==> config.mk <==
export PLATFORM = sky130hd
export DESIGN_NAME = pawn_move_gen_flat
export DESIGN_NICKNAME = d
export VERILOG_FILES = /design/src/rtl/pawn_move_gen_pkg.sv /design/src/rtl/pawn_move_gen_if.sv /design/src/rtl/pawn_move_gen_square_eval.sv /design/src/rtl/pawn_move_gen.sv /design/src/flat_wrapper.sv
export SDC_FILE = /design/constraint.sdc
export NUM_CORES = 2
export LEC_CHECK = 0
export ABC_AREA = 1
export BUFFER_PORTS_ARGS = -buffer_cell sky130_fd_sc_hd__buf_2
export CAP_MARGIN = 20
export CORE_MARGIN = 4
export CORE_UTILIZATION = 25
export DETAILED_ROUTE_END_ITERATION = 12
export PLACE_DENSITY = 0.48
export SLEW_MARGIN = 10
export SYNTH_ARGS = -nofsm -noshare
export SYNTH_HDL_FRONTEND = slang
export SYNTH_SLANG_ARGS = --single-unit
export TNS_END_PERCENT = 20
==> constraint.sdc <==
create_clock -name clk -period 12.84 [get_ports clk]
set_clock_uncertainty 0.2 [all_clocks]
set_input_delay 3.21 -clock clk [delete_from_list [all_inputs] [get_ports clk]]
set_output_delay 3.21 -clock clk [all_outputs]
set_load 0.02 [all_outputs]
==> src/rtl/pawn_move_gen_pkg.sv <==
// rtl/pawn_move_gen_pkg.sv - shared types and constants for the pawn move generator
//
// Purpose : piece and move-kind enums, square bit layout, side constants,
//           FSM state type and a lowest-set-bit helper for the candidate mask.
// Ports   : none (package).

package pawn_move_gen_pkg;

   typedef enum logic [2:0] {
      PAWN   = 3'd0,
      KNIGHT = 3'd1,
      BISHOP = 3'd2,
      ROOK   = 3'd3,
      QUEEN  = 3'd4,
      KING   = 3'd5
   } piece_t;

   // Square encoding: b0 occupied, b1 colour (1 = black), b4:2 piece type
   localparam int SQ_W       = 5;
   localparam int SQ_OCC     = 0;
   localparam int SQ_COLOR   = 1;
   localparam int SQ_TYPE_LO = 2;
   localparam int SQ_TYPE_HI = 4;

   typedef enum logic [2:0] {
      MK_FWD   = 3'd0,
      MK_DBL   = 3'd1,
      MK_CAP_L = 3'd2,
      MK_CAP_R = 3'd3,
      MK_EP_L  = 3'd4,
      MK_EP_R  = 3'd5
   } move_kind_t;

   localparam logic WHITE = 1'b0;
   localparam logic BLACK = 1'b1;

   typedef enum logic [1:0] {
      ST_IDLE = 2'd0,
      ST_SCAN = 2'd1,
      ST_EMIT = 2'd2,
      ST_DONE = 2'd3
   } state_t;

   // Kind of the lowest set bit; moves are emitted in ascending kind order.
   function automatic move_kind_t lowest_kind(input logic [5:0] m);
      move_kind_t k;
      k = MK_FWD;
      for (int i = 5; i >= 0; i--) begin
         if (m[i]) k = move_kind_t'(i[2:0]);
      end
      return k;
   endfunction

endpackage

==> src/rtl/pawn_move_gen_if.sv <==
// rtl/pawn_move_gen_if.sv - move stream interface of the pawn move generator
//
// Purpose : groups the valid/ready move stream and its payload fields.
// Ports   : move_valid/move_ready handshake; move_from_row/col, move_to_row/col,
//           move_kind, move_promo payload. master = generator, slave = consumer.

interface pawn_move_gen_if #(
   parameter int N_ROWS = 8,
   parameter int N_COLS = 8
);
   localparam int RW = $clog2(N_ROWS);
   localparam int CW = $clog2(N_COLS);

   logic          move_valid;
   logic          move_ready;
   logic [RW-1:0] move_from_row;
   logic [CW-1:0] move_from_col;
   logic [RW-1:0] move_to_row;
   logic [CW-1:0] move_to_col;
   logic [2:0]    move_kind;
   logic          move_promo;

   modport master (
      output move_valid, move_from_row, move_from_col,
             move_to_row, move_to_col, move_kind, move_promo,
      input  move_ready
   );

   modport slave (
      input  move_valid, move_from_row, move_from_col,
             move_to_row, move_to_col, move_kind, move_promo,
      output move_ready
   );
endinterface

==> src/rtl/pawn_move_gen_square_eval.sv <==
// rtl/pawn_move_gen_square_eval.sv - combinational pawn candidate evaluation for one square
//
// Purpose : given the board snapshot, a square, side to move and en passant
//           state, produce the 6-bit candidate mask (bit i = move kind i) and
//           whether the one-step destination row is the promotion rank.
// Ports   : snap (board), row, col, side, ep_valid, ep_col -> mask, promo.

module pawn_square_eval
   import pawn_move_gen_pkg::*;
#(
   parameter int N_ROWS = 8,
   parameter int N_COLS = 8,
   parameter bit DBL_EN = 1'b1,
   parameter bit EP_EN  = 1'b1,
   localparam int RW = $clog2(N_ROWS),
   localparam int CW = $clog2(N_COLS),
   localparam int BW = N_ROWS * N_COLS * SQ_W
) (
   input  logic [BW-1:0] snap,
   input  logic [RW-1:0] row,
   input  logic [CW-1:0] col,
   input  logic          side,
   input  logic          ep_valid,
   input  logic [CW-1:0] ep_col,
   output logic [5:0]    mask,
   output logic          promo
);

   localparam int IW = $clog2(BW);

   // Off-board coordinates read as an empty square, which suppresses every
   // target beyond an edge without any wrap-around.
   function automatic logic [SQ_W-1:0] sq_at(input int rr, input int cc);
      logic [IW-1:0] base;
      logic [SQ_W-1:0] s;
      s    = '0;
      base = '0;
      if (rr >= 0 && rr < N_ROWS && cc >= 0 && cc < N_COLS) begin
         base = IW'((rr * N_COLS + cc) * SQ_W);
         s    = snap[base +: SQ_W];
      end
      return s;
   endfunction

   always_comb begin
      int r, c, d, fr, ec;
      logic [SQ_W-1:0] me, ahead, ahead2, tl, tr, epsq;
      logic own, on_fr, fwd_clear, ep_ok;

      r  = int'(row);
      c  = int'(col);
      ec = int'(ep_col);
      d  = side ? 1 : -1;
      fr = r + d;

      me     = sq_at(r, c);
      ahead  = sq_at(fr, c);
      ahead2 = sq_at(fr + d, c);
      tl     = sq_at(fr, c - 1);
      tr     = sq_at(fr, c + 1);
      epsq   = sq_at(r, ec);

      on_fr     = (fr >= 0) && (fr < N_ROWS);
      own       = me[SQ_OCC] && (me[SQ_COLOR] == side) &&
                  (me[SQ_TYPE_HI:SQ_TYPE_LO] == PAWN);
      fwd_clear = on_fr && !ahead[SQ_OCC];

      ep_ok = EP_EN && own && ep_valid &&
              (r == (side ? N_ROWS - 4 : 3)) &&
              epsq[SQ_OCC] && (epsq[SQ_COLOR] != side) &&
              (epsq[SQ_TYPE_HI:SQ_TYPE_LO] == PAWN);

      mask           = '0;
      mask[MK_FWD]   = own && fwd_clear;
      mask[MK_DBL]   = DBL_EN && own && (r == (side ? 1 : N_ROWS - 2)) &&
                       fwd_clear && !ahead2[SQ_OCC];
      mask[MK_CAP_L] = own && tl[SQ_OCC] && (tl[SQ_COLOR] != side);
      mask[MK_CAP_R] = own && tr[SQ_OCC] && (tr[SQ_COLOR] != side);
      mask[MK_EP_L]  = ep_ok && (c - 1 == ec) && !tl[SQ_OCC];
      mask[MK_EP_R]  = ep_ok && (c + 1 == ec) && !tr[SQ_OCC];

      promo = on_fr && (fr == (side ? N_ROWS - 1 : 0));
   end

endmodule

==> src/rtl/pawn_move_gen.sv <==
// rtl/pawn_move_gen.sv - sequential pawn move generator for one side
//
// Purpose : on start, snapshot the board and scan squares row-major, streaming
//           every pseudo-legal pawn move over a valid/ready stream, then pulse done.
// Ports   : clk, reset (async, active-high); start, side, board, ep_valid,
//           ep_col (sampled with start); busy, done, move_count status;
//           mv (master) carries the move stream.

module pawn_move_gen
   import pawn_move_gen_pkg::*;
#(
   parameter int N_ROWS = 8,
   parameter int N_COLS = 8,
   parameter bit DBL_EN = 1'b1,
   parameter bit EP_EN  = 1'b1,
   localparam int RW = $clog2(N_ROWS),
   localparam int CW = $clog2(N_COLS),
   localparam int BW = N_ROWS * N_COLS * SQ_W
) (
   input  logic          clk,
   input  logic          reset,
   input  logic          start,
   input  logic          side,
   input  logic [BW-1:0] board,
   input  logic          ep_valid,
   input  logic [CW-1:0] ep_col,
   output logic          busy,
   output logic          done,
   output logic [7:0]    move_count,
   pawn_move_gen_if.master mv
);

   state_t        state_q, state_d;
   logic [BW-1:0] snap_q;
   logic          side_q, epv_q;
   logic [CW-1:0] epc_q;
   logic [RW-1:0] row_q;
   logic [CW-1:0] col_q;
   logic [5:0]    mask_q;
   logic [7:0]    count_q;

   logic [5:0]    eval_mask;
   logic          eval_promo;

   pawn_square_eval #(
      .N_ROWS(N_ROWS), .N_COLS(N_COLS), .DBL_EN(DBL_EN), .EP_EN(EP_EN)
   ) u_eval (
      .snap    (snap_q),
      .row     (row_q),
      .col     (col_q),
      .side    (side_q),
      .ep_valid(epv_q),
      .ep_col  (epc_q),
      .mask    (eval_mask),
      .promo   (eval_promo)
   );

   logic          last_sq, hs;
   logic [5:0]    rem_mask, src_mask;
   logic          accept, advance, load;
   move_kind_t    nxt_kind;
   logic [RW-1:0] nxt_to_row, step;
   logic [CW-1:0] nxt_to_col;
   logic          nxt_promo;

   assign last_sq  = (row_q == RW'(N_ROWS - 1)) && (col_q == CW'(N_COLS - 1));
   assign hs       = mv.move_valid && mv.move_ready;
   // Mask with its lowest set bit (the move being presented) removed
   assign rem_mask = mask_q & (mask_q - 6'd1);

   always_comb begin
      state_d = state_q;
      accept  = 1'b0;
      advance = 1'b0;
      load    = 1'b0;
      case (state_q)
         ST_IDLE: begin
            if (start) begin
               accept  = 1'b1;
               state_d = ST_SCAN;
            end
         end
         ST_SCAN: begin
            if (eval_mask != 6'd0) begin
               load    = 1'b1;
               state_d = ST_EMIT;
            end else if (last_sq) begin
               state_d = ST_DONE;
            end else begin
               advance = 1'b1;
            end
         end
         ST_EMIT: begin
            if (hs) begin
               if (rem_mask != 6'd0) begin
                  load = 1'b1;
               end else if (last_sq) begin
                  state_d = ST_DONE;
               end else begin
                  advance = 1'b1;
                  state_d = ST_SCAN;
               end
            end
         end
         default: state_d = ST_IDLE;
      endcase
   end

   // Next move fields: from a freshly scanned square or from what remains
   // of the latched mask after the current handshake.
   always_comb begin
      src_mask   = (state_q == ST_SCAN) ? eval_mask : rem_mask;
      nxt_kind   = lowest_kind(src_mask);
      step       = (nxt_kind == MK_DBL) ? RW'(2) : RW'(1);
      nxt_to_row = side_q ? (row_q + step) : (row_q - step);
      case (nxt_kind)
         MK_CAP_L, MK_EP_L: nxt_to_col = col_q - CW'(1);
         MK_CAP_R, MK_EP_R: nxt_to_col = col_q + CW'(1);
         default:           nxt_to_col = col_q;
      endcase
      nxt_promo  = eval_promo &&
                   (nxt_kind == MK_FWD || nxt_kind == MK_CAP_L || nxt_kind == MK_CAP_R);
   end

   always_ff @(posedge clk or posedge reset) begin
      if (reset) state_q <= ST_IDLE;
      else       state_q <= state_d;
   end

   always_ff @(posedge clk or posedge reset) begin
      if (reset) begin
         snap_q           <= '0;
         side_q           <= 1'b0;
         epv_q            <= 1'b0;
         epc_q            <= '0;
         row_q            <= '0;
         col_q            <= '0;
         mask_q           <= '0;
         count_q          <= '0;
         mv.move_valid    <= 1'b0;
         mv.move_from_row <= '0;
         mv.move_from_col <= '0;
         mv.move_to_row   <= '0;
         mv.move_to_col   <= '0;
         mv.move_kind     <= '0;
         mv.move_promo    <= 1'b0;
      end else begin
         if (accept) begin
            snap_q  <= board;
            side_q  <= side;
            epv_q   <= ep_valid;
            epc_q   <= ep_col;
            row_q   <= '0;
            col_q   <= '0;
            count_q <= '0;
         end
         if (advance) begin
            if (col_q == CW'(N_COLS - 1)) begin
               col_q <= '0;
               row_q <= row_q + RW'(1);
            end else begin
               col_q <= col_q + CW'(1);
            end
         end
         if (state_q == ST_SCAN && eval_mask != 6'd0) mask_q <= eval_mask;
         else if (state_q == ST_EMIT && hs)           mask_q <= rem_mask;
         if (load) begin
            mv.move_valid    <= 1'b1;
            mv.move_from_row <= row_q;
            mv.move_from_col <= col_q;
            mv.move_to_row   <= nxt_to_row;
            mv.move_to_col   <= nxt_to_col;
            mv.move_kind     <= nxt_kind;
            mv.move_promo    <= nxt_promo;
         end else if (hs) begin
            mv.move_valid <= 1'b0;
         end
         if (hs && count_q != 8'hFF) count_q <= count_q + 8'd1;
      end
   end

   assign busy       = (state_q == ST_SCAN) || (state_q == ST_EMIT);
   assign done       = (state_q == ST_DONE);
   assign move_count = count_q;

endmodule

==> src/flat_wrapper.sv <==
// flat-port wrapper written by rule: the top's interface ports become plain ports
module pawn_move_gen_flat import pawn_move_gen_pkg::*;
#(
   parameter int N_ROWS = 8,
   parameter int N_COLS = 8,
   parameter bit DBL_EN = 1'b1,
   parameter bit EP_EN  = 1'b1,
   localparam int RW = $clog2(N_ROWS),
   localparam int CW = $clog2(N_COLS),
   localparam int BW = N_ROWS * N_COLS * SQ_W
)
  (clk, reset, start, side, board, ep_valid, ep_col, busy, done, move_count, mv_move_valid, mv_move_from_row, mv_move_from_col, mv_move_to_row, mv_move_to_col, mv_move_kind, mv_move_promo, mv_move_ready);
  pawn_move_gen_if #(.N_ROWS(N_ROWS), .N_COLS(N_COLS)) mv_i ();
  input  logic clk;
  input  logic reset;
  input  logic start;
  input  logic side;
  input  logic [BW-1:0] board;
  input  logic ep_valid;
  input  logic [CW-1:0] ep_col;
  output logic busy;
  output logic done;
  output logic [7:0] move_count;
  output wire logic [$bits(mv_i.move_valid)-1:0] mv_move_valid;
  output wire logic [$bits(mv_i.move_from_row)-1:0] mv_move_from_row;
  output wire logic [$bits(mv_i.move_from_col)-1:0] mv_move_from_col;
  output wire logic [$bits(mv_i.move_to_row)-1:0] mv_move_to_row;
  output wire logic [$bits(mv_i.move_to_col)-1:0] mv_move_to_col;
  output wire logic [$bits(mv_i.move_kind)-1:0] mv_move_kind;
  output wire logic [$bits(mv_i.move_promo)-1:0] mv_move_promo;
  input wire logic [$bits(mv_i.move_ready)-1:0] mv_move_ready;
  assign mv_move_valid = mv_i.move_valid;
  assign mv_move_from_row = mv_i.move_from_row;
  assign mv_move_from_col = mv_i.move_from_col;
  assign mv_move_to_row = mv_i.move_to_row;
  assign mv_move_to_col = mv_i.move_to_col;
  assign mv_move_kind = mv_i.move_kind;
  assign mv_move_promo = mv_i.move_promo;
  assign mv_i.move_ready = mv_move_ready;
  pawn_move_gen #(.N_ROWS(N_ROWS), .N_COLS(N_COLS), .DBL_EN(DBL_EN), .EP_EN(EP_EN)) u_core (.clk(clk), .reset(reset), .start(start), .side(side), .board(board), .ep_valid(ep_valid), .ep_col(ep_col), .busy(busy), .done(done), .move_count(move_count), .mv(mv_i));
endmodule
== Word-level counts from Yosys, hierarchy flattened ==
Cells that the tools add are included.
Operators by class
  shift operators: 6
  eq/ne operators: 24
  reductions and logical operators: 53
  bitwise operators: 1
  $add $sub $neg: 17
  $mul: 6
  order comparisons: 8
  muxes and demuxes: 48
Operator list (count)
  $shiftx 320x10->1: 2
  $shiftx 320x10->2: 2
  $shiftx 320x10->5: 2
  $mul 32x4->9 const B: 4
  $add 32x4->32: 3
  $ge 32x1->1 const B: 3
  $lt 32x5->1 const B: 3
  $add 32x32->32: 2
  $mux 3: 16
  $logic_and 1x1->1: 33
  $add 4x32->32: 1
  $eq 32x4->1: 1
  $mux 32: 1
  $mul 7x3->9 const B: 2
  $mux 2: 9
  $mux 6: 3
  $mux 8: 2
  $add 6x3->7: 2
  $mux 1: 13
  $eq 3x3->1 const B: 4
  $reduce_bool 6->1: 2
  $logic_not 3->1: 3
  $add 8x1->8 const B: 1
  $ne 8x8->1 const B: 1
  other kinds (31): 48
Storage, ports and cells
  output and inout bits: 27
  word-level logic and storage cells: 179
  input bits: 329
  flip-flop bits (word level): 364

== Depth between registers and ports, before layout ==
  word-level depth: 24
  gate-level depth with buffers: 38
  depth with buffers taken out: 36

== Hierarchy ==
From an unflattened synthesis, not the netlist that was laid out.
Second synthesis, totals
  cells, all modules: 9379
  area total of the unflattened synthesis: 48825.6 um^2
By module, submodules not included
  pawn_square_eval: cells an instance 7735, sequential area each 0.0 um^2, area an instance 34466.8 um^2, times used 1
  pawn_move_gen: cells an instance 1644, sequential area each 9108.7 um^2, area an instance 14358.8 um^2, times used 1

== Least setup slack after synthesis ==
No wires, ideal clock.
  path kind: register to register
  from: register u_core.col_q[0]
  to: register u_core.row_q[1]
  period minus slack after synthesis: 5.391 ns
  library setup time: 0.126 ns
  stages on the path, launching flop included: 33
  slack: 7.449 ns
  data required time: 12.514 ns
  arrival: 5.065 ns
  buffers on the path: 8
  cell sequence: dfrtp_1 -> buf_6 -> inv_6 -> buf_4 -> buf_2 -> buf_2 -> ha_1 -> buf_2 -> inv_2 -> clkbuf_1 -> buf_1 -> ha_1 -> ha_1 -> inv_1 -> fa_1 -> inv_1 -> clkbuf_1 -> nand3_1 -> nand3_1 -> nand3_1 -> nand3_1 -> nand3_1 -> a21oi_1 -> nor2_1 -> nand2_1 -> and3_4 -> nand3_1 -> nor2_1 -> inv_1 -> o21ai_2 -> nand2_2 -> nor2_4 -> o21ai_0
On the way
  longest elaborated chain between the ends: 17
  elaborated cells between the ends (all ways): 69
  those cells by class: add/sub (7); mul (5); order compare (4); eq/ne (6); shift (5); mux (11); reduce/logical (31)
Ends and longest elaborated chain
  start, declared: line pawn_move_gen.sv:38  | logic [CW-1:0] col_q;
  start signal, assigned: line pawn_move_gen.sv:162  | col_q <= col_q + CW'(1);
  branches (longest 16 deep; another with $add 32x4->32)
  $mux 3 *: line pawn_move_gen.sv:157  | if (advance) begin
  end signal, assigned: line pawn_move_gen.sv:160  | row_q <= row_q + RW'(1);
  end, declared: line pawn_move_gen.sv:37  | logic [RW-1:0] row_q;
Mark *: on every way between the ends.
A chain may end at the register's enable or synchronous reset.

== Worst setup path in the final report ==
  from: register u_core.col_q[0]
  to: register u_core.mv.move_promo
On the way
  longest elaborated chain between the ends: 24
  elaborated cells between the ends (all ways): 75
  those cells by class: add/sub (7); mul (5); order compare (4); eq/ne (7); shift (5); mux (13); reduce/logical (34)
Ends and longest elaborated chain
  branches (longest 24 deep; another with $add 32x32->32)
  end signal, assigned: line pawn_move_gen.sv:174  | mv.move_promo <= nxt_promo;
  end, declared: line pawn_move_gen_if.sv:25  | move_to_row, move_to_col, move_kind, move_promo,
Parallel ways; which one is timed is not known.

==> results.py <==
metrics = {
    "floorplan": {
        "ioPinCount": 356,
        "chipWidth_um": 448,
        "die_h_um": 448,
        "start_util_pct": 25.1,
        "coreArea_mm2": 0.193,
        "dieArea_mm2": 0.201,
        "num_rows": 161,
    },
    "critical_path": {
        "path_class": "reg2reg",
        "cp_slowest_stage_delay_ns": 0.96,
        "cp-end-kind": "register",
        "critPathArrivalTime_ns": 8.97,
        "cp.required_ns": 13.20,
        "crit_top_cell": "nand3_1",
        "crit_path_max_fanout": 78,
        "worst-path-buf-inv": 11,
        "worst_setup_path_start_kind": "register",
        "cpLargestDelayFamily": "buffers and inverters",
        "crit_path_top_delay_cell": "inv_1",
    },
    "clock_network": {
        "cts_tree": "done",
        "cts-root-buf": "clkbuf_16",
        "ctsResizeCount": 0,
        "ctsHoldBuffers": 0,
        "htree_levels": 2,
        "cts_setup_buffers": 0,
        "clockBufferDepth": 3,
        "cts.sinks": 364,
        "numCtsBuffers": 48,
        "worstSkewPairLatency_ns": 0.69,
        "clkTransAtPathRegs_ns": 0.07,
    },
    "global_routing": {
        "grt_usage_pct": 28.3,
        "grt_pass1_vias": 60300,
        "antenna_found_initial": 26,
        "grt_max_degree": 197,
        "grt_first_pass_wirelength_mm": 422,
        "overflow": 0,
    },
    "route": {
        "avgViaCountPerCell": 5.59,
        "wl_per_cell_um": 25.4,
        "drt_first_pass_iters": 8,
        "ant_nets": 0,
        "vias": 65200,
        "initialDrtViolationCount": 9629,
        "drt_wl_total_mm": 296,
        "drc": 0,
    },
    "timing": {
        "holdWs_ns": 0.280,
        "relSlewSlack_pct": 16.4,
        "fin_tns_setup_ns": 0,
        "fmax_mhz": 116,
        "period_minus_slack_ns": 8.60,
        "tightest_slew_ns": 1.25,
        "period_share_pct": 67.0,
        "drv_slew": 0,
        "setup_violations": 0,
        "finalHoldViolations": 0,
        "rsz0062_at_grt": "no",
    },
    "status": {
        "status": "completed",
    },
    "final_layout": {
        "fill_cells": 22300,
        "finalNonFillerCells": 11700,
        "multi_input_area_mm2": 0.0346,
        "seqCellArea_mm2": 0.00912,
        "fin_area_mm2": 0.0533,
        "nNetsFinal": 9512,
        "area_growth_pct": 10.1,
        "drive_above_1_share_pct": 7.03,
    },
    "worst_hold_path": {
        "hold_path.class": "reg2reg",
    },
    "yosys": {
        "async_flop_share_pct": 100,
        "yosysUniqueCellTypes": 59,
        "syn_inst": 9210,
        "netlist_area_mm2": 0.0484,
        "yosys.area.top_type_share_pct": 27.6,
        "synth-main-ff-cell": "dfrtp_1",
        "synthTopCellsByCount": "nand2_1 (3557), nand3_1 (1389), nor2_1 (1105)",
        "ys_warn_count": 0,
        "synth_most_common_cell": "nand2_1",
        "ys_ff_latch": 364,
        "synth_edf_count": 0,
        "yosysTopAreaCell": "nand2_1",
        "synth_fp_nets": 9635,
        "yosys-top-cells-area": "nand2_1 (28%), dfrtp_1 (19%), nand3_1 (14%)",
        "synth_area_per_cell_um2": 5.26,
        "yosysSeqAreaShare_pct": 18.8,
    },
    "place": {
        "place_inst": 11600,
        "dp_hpwl_mm": 215,
        "io_buffer_count": 355,
        "place_congestion": 0.998,
        "placedInstanceArea_mm2": 0.0515,
    },
    "flow_run": {
        "maxCapViolations": 0,
    },
}
[layout make-up]
class,count,area share (%)
Multi-Input combinational cell,7694,64.8
Sequential cell,364,17.1
Tap cell,2526,5.93
Timing Repair Buffer,463,5.06
Inverter,516,3.72
Clock buffer,62,2.50
Clock inverter,27,0.810
Antenna cell,6,0.0282
[stage by stage]
stage	setup slack, ns	util [%]
floorplan	4.55	-
global placement	3.78	26.7
detailed placement	4.60	26.8
CTS	4.58	27.7
global route	4.08	27.7
finish	4.24	27.7
[worst reg2reg max path: cells and delay by family, from the launching register on]
family	cells	cell delay, ns
flops	1	0.72
fa+ha+maj	4	1.51
buf+inv	11	3.47
compound gates	3	0.69
simple gates	12	1.91
[registers in the layout, indices dropped and copies added (netlist names), 3 cells and up]
register	count
u_core.epc_q	3
u_core.snap_q	320
u_core.mv.move_kind	3
u_core.mv.move_from_col	3
u_core.mv.move_to_col	3
u_core.move_count	8
u_core.mask_q	6
u_core.mv.move_to_row	3
u_core.col_q	3
u_core.mv.move_from_row	3
u_core.row_q	3
[placed cells by master (no fill, tap or decap), types with 55 or more instances in the layout]
cell type  instances
nor2_1          1101
nand4_1           57
o211ai_1          83
a21oi_1          270
buf_4             99
buf_2            355
o21ai_0          802
nand2_1         3551
o21ai_1           55
inv_1            485
dfrtp_1          360
ha_1              78
nand3_1         1389
[kinds of logic (layout without fill, tap and decap cells)]
| group | count (synthesis) | in the layout | synth area share, % |
|---|---|---|---|
| simple gates | 6238 | 6238 | 52.9 |
| compound gates | 1297 | 1297 | 14.3 |
| buf+inv | 1152 | 1068 | 10.1 |
| flops | 364 | 364 | 18.8 |
| fa+ha+maj | 96 | 96 | 2.62 |
| xor+xnor | 59 | 59 | 1.12 |
| mux | 4 | 4 | 0.0879 |
| other cells | 0 | 6 | 0 |
[layer usage]
layer  track usage, %  wire length (µm)  up-vias
met5                0                93        -
met4             17.0             21400       14
met3             6.20             33700      918
met2             42.2            123000     4408
met1             37.3            118000    30300
li1                 -                 -    29600
[worst paths after layout]
check                           depth (start not counted)                       start                         end  slack (ns)
min in group asynchronous                               2                       reset          u_core.snap_q[178]        2.38
worst min register to register                          2  u_core.mv.move_from_col[2]  u_core.mv.move_from_col[2]        0.28
worst min-delay path                                    2  u_core.mv.move_from_col[2]  u_core.mv.move_from_col[2]        0.28
worst max register to register                         30             u_core.col_q[0]        u_core.mv.move_promo        4.24
worst max-delay path                                   30             u_core.col_q[0]        u_core.mv.move_promo        4.24
max in group asynchronous                               4                       reset          u_core.snap_q[302]        8.05
Power is left out: the tool's default activity adds up to more than one toggle a clock period on the data nets, which glitch-free logic cannot reach.
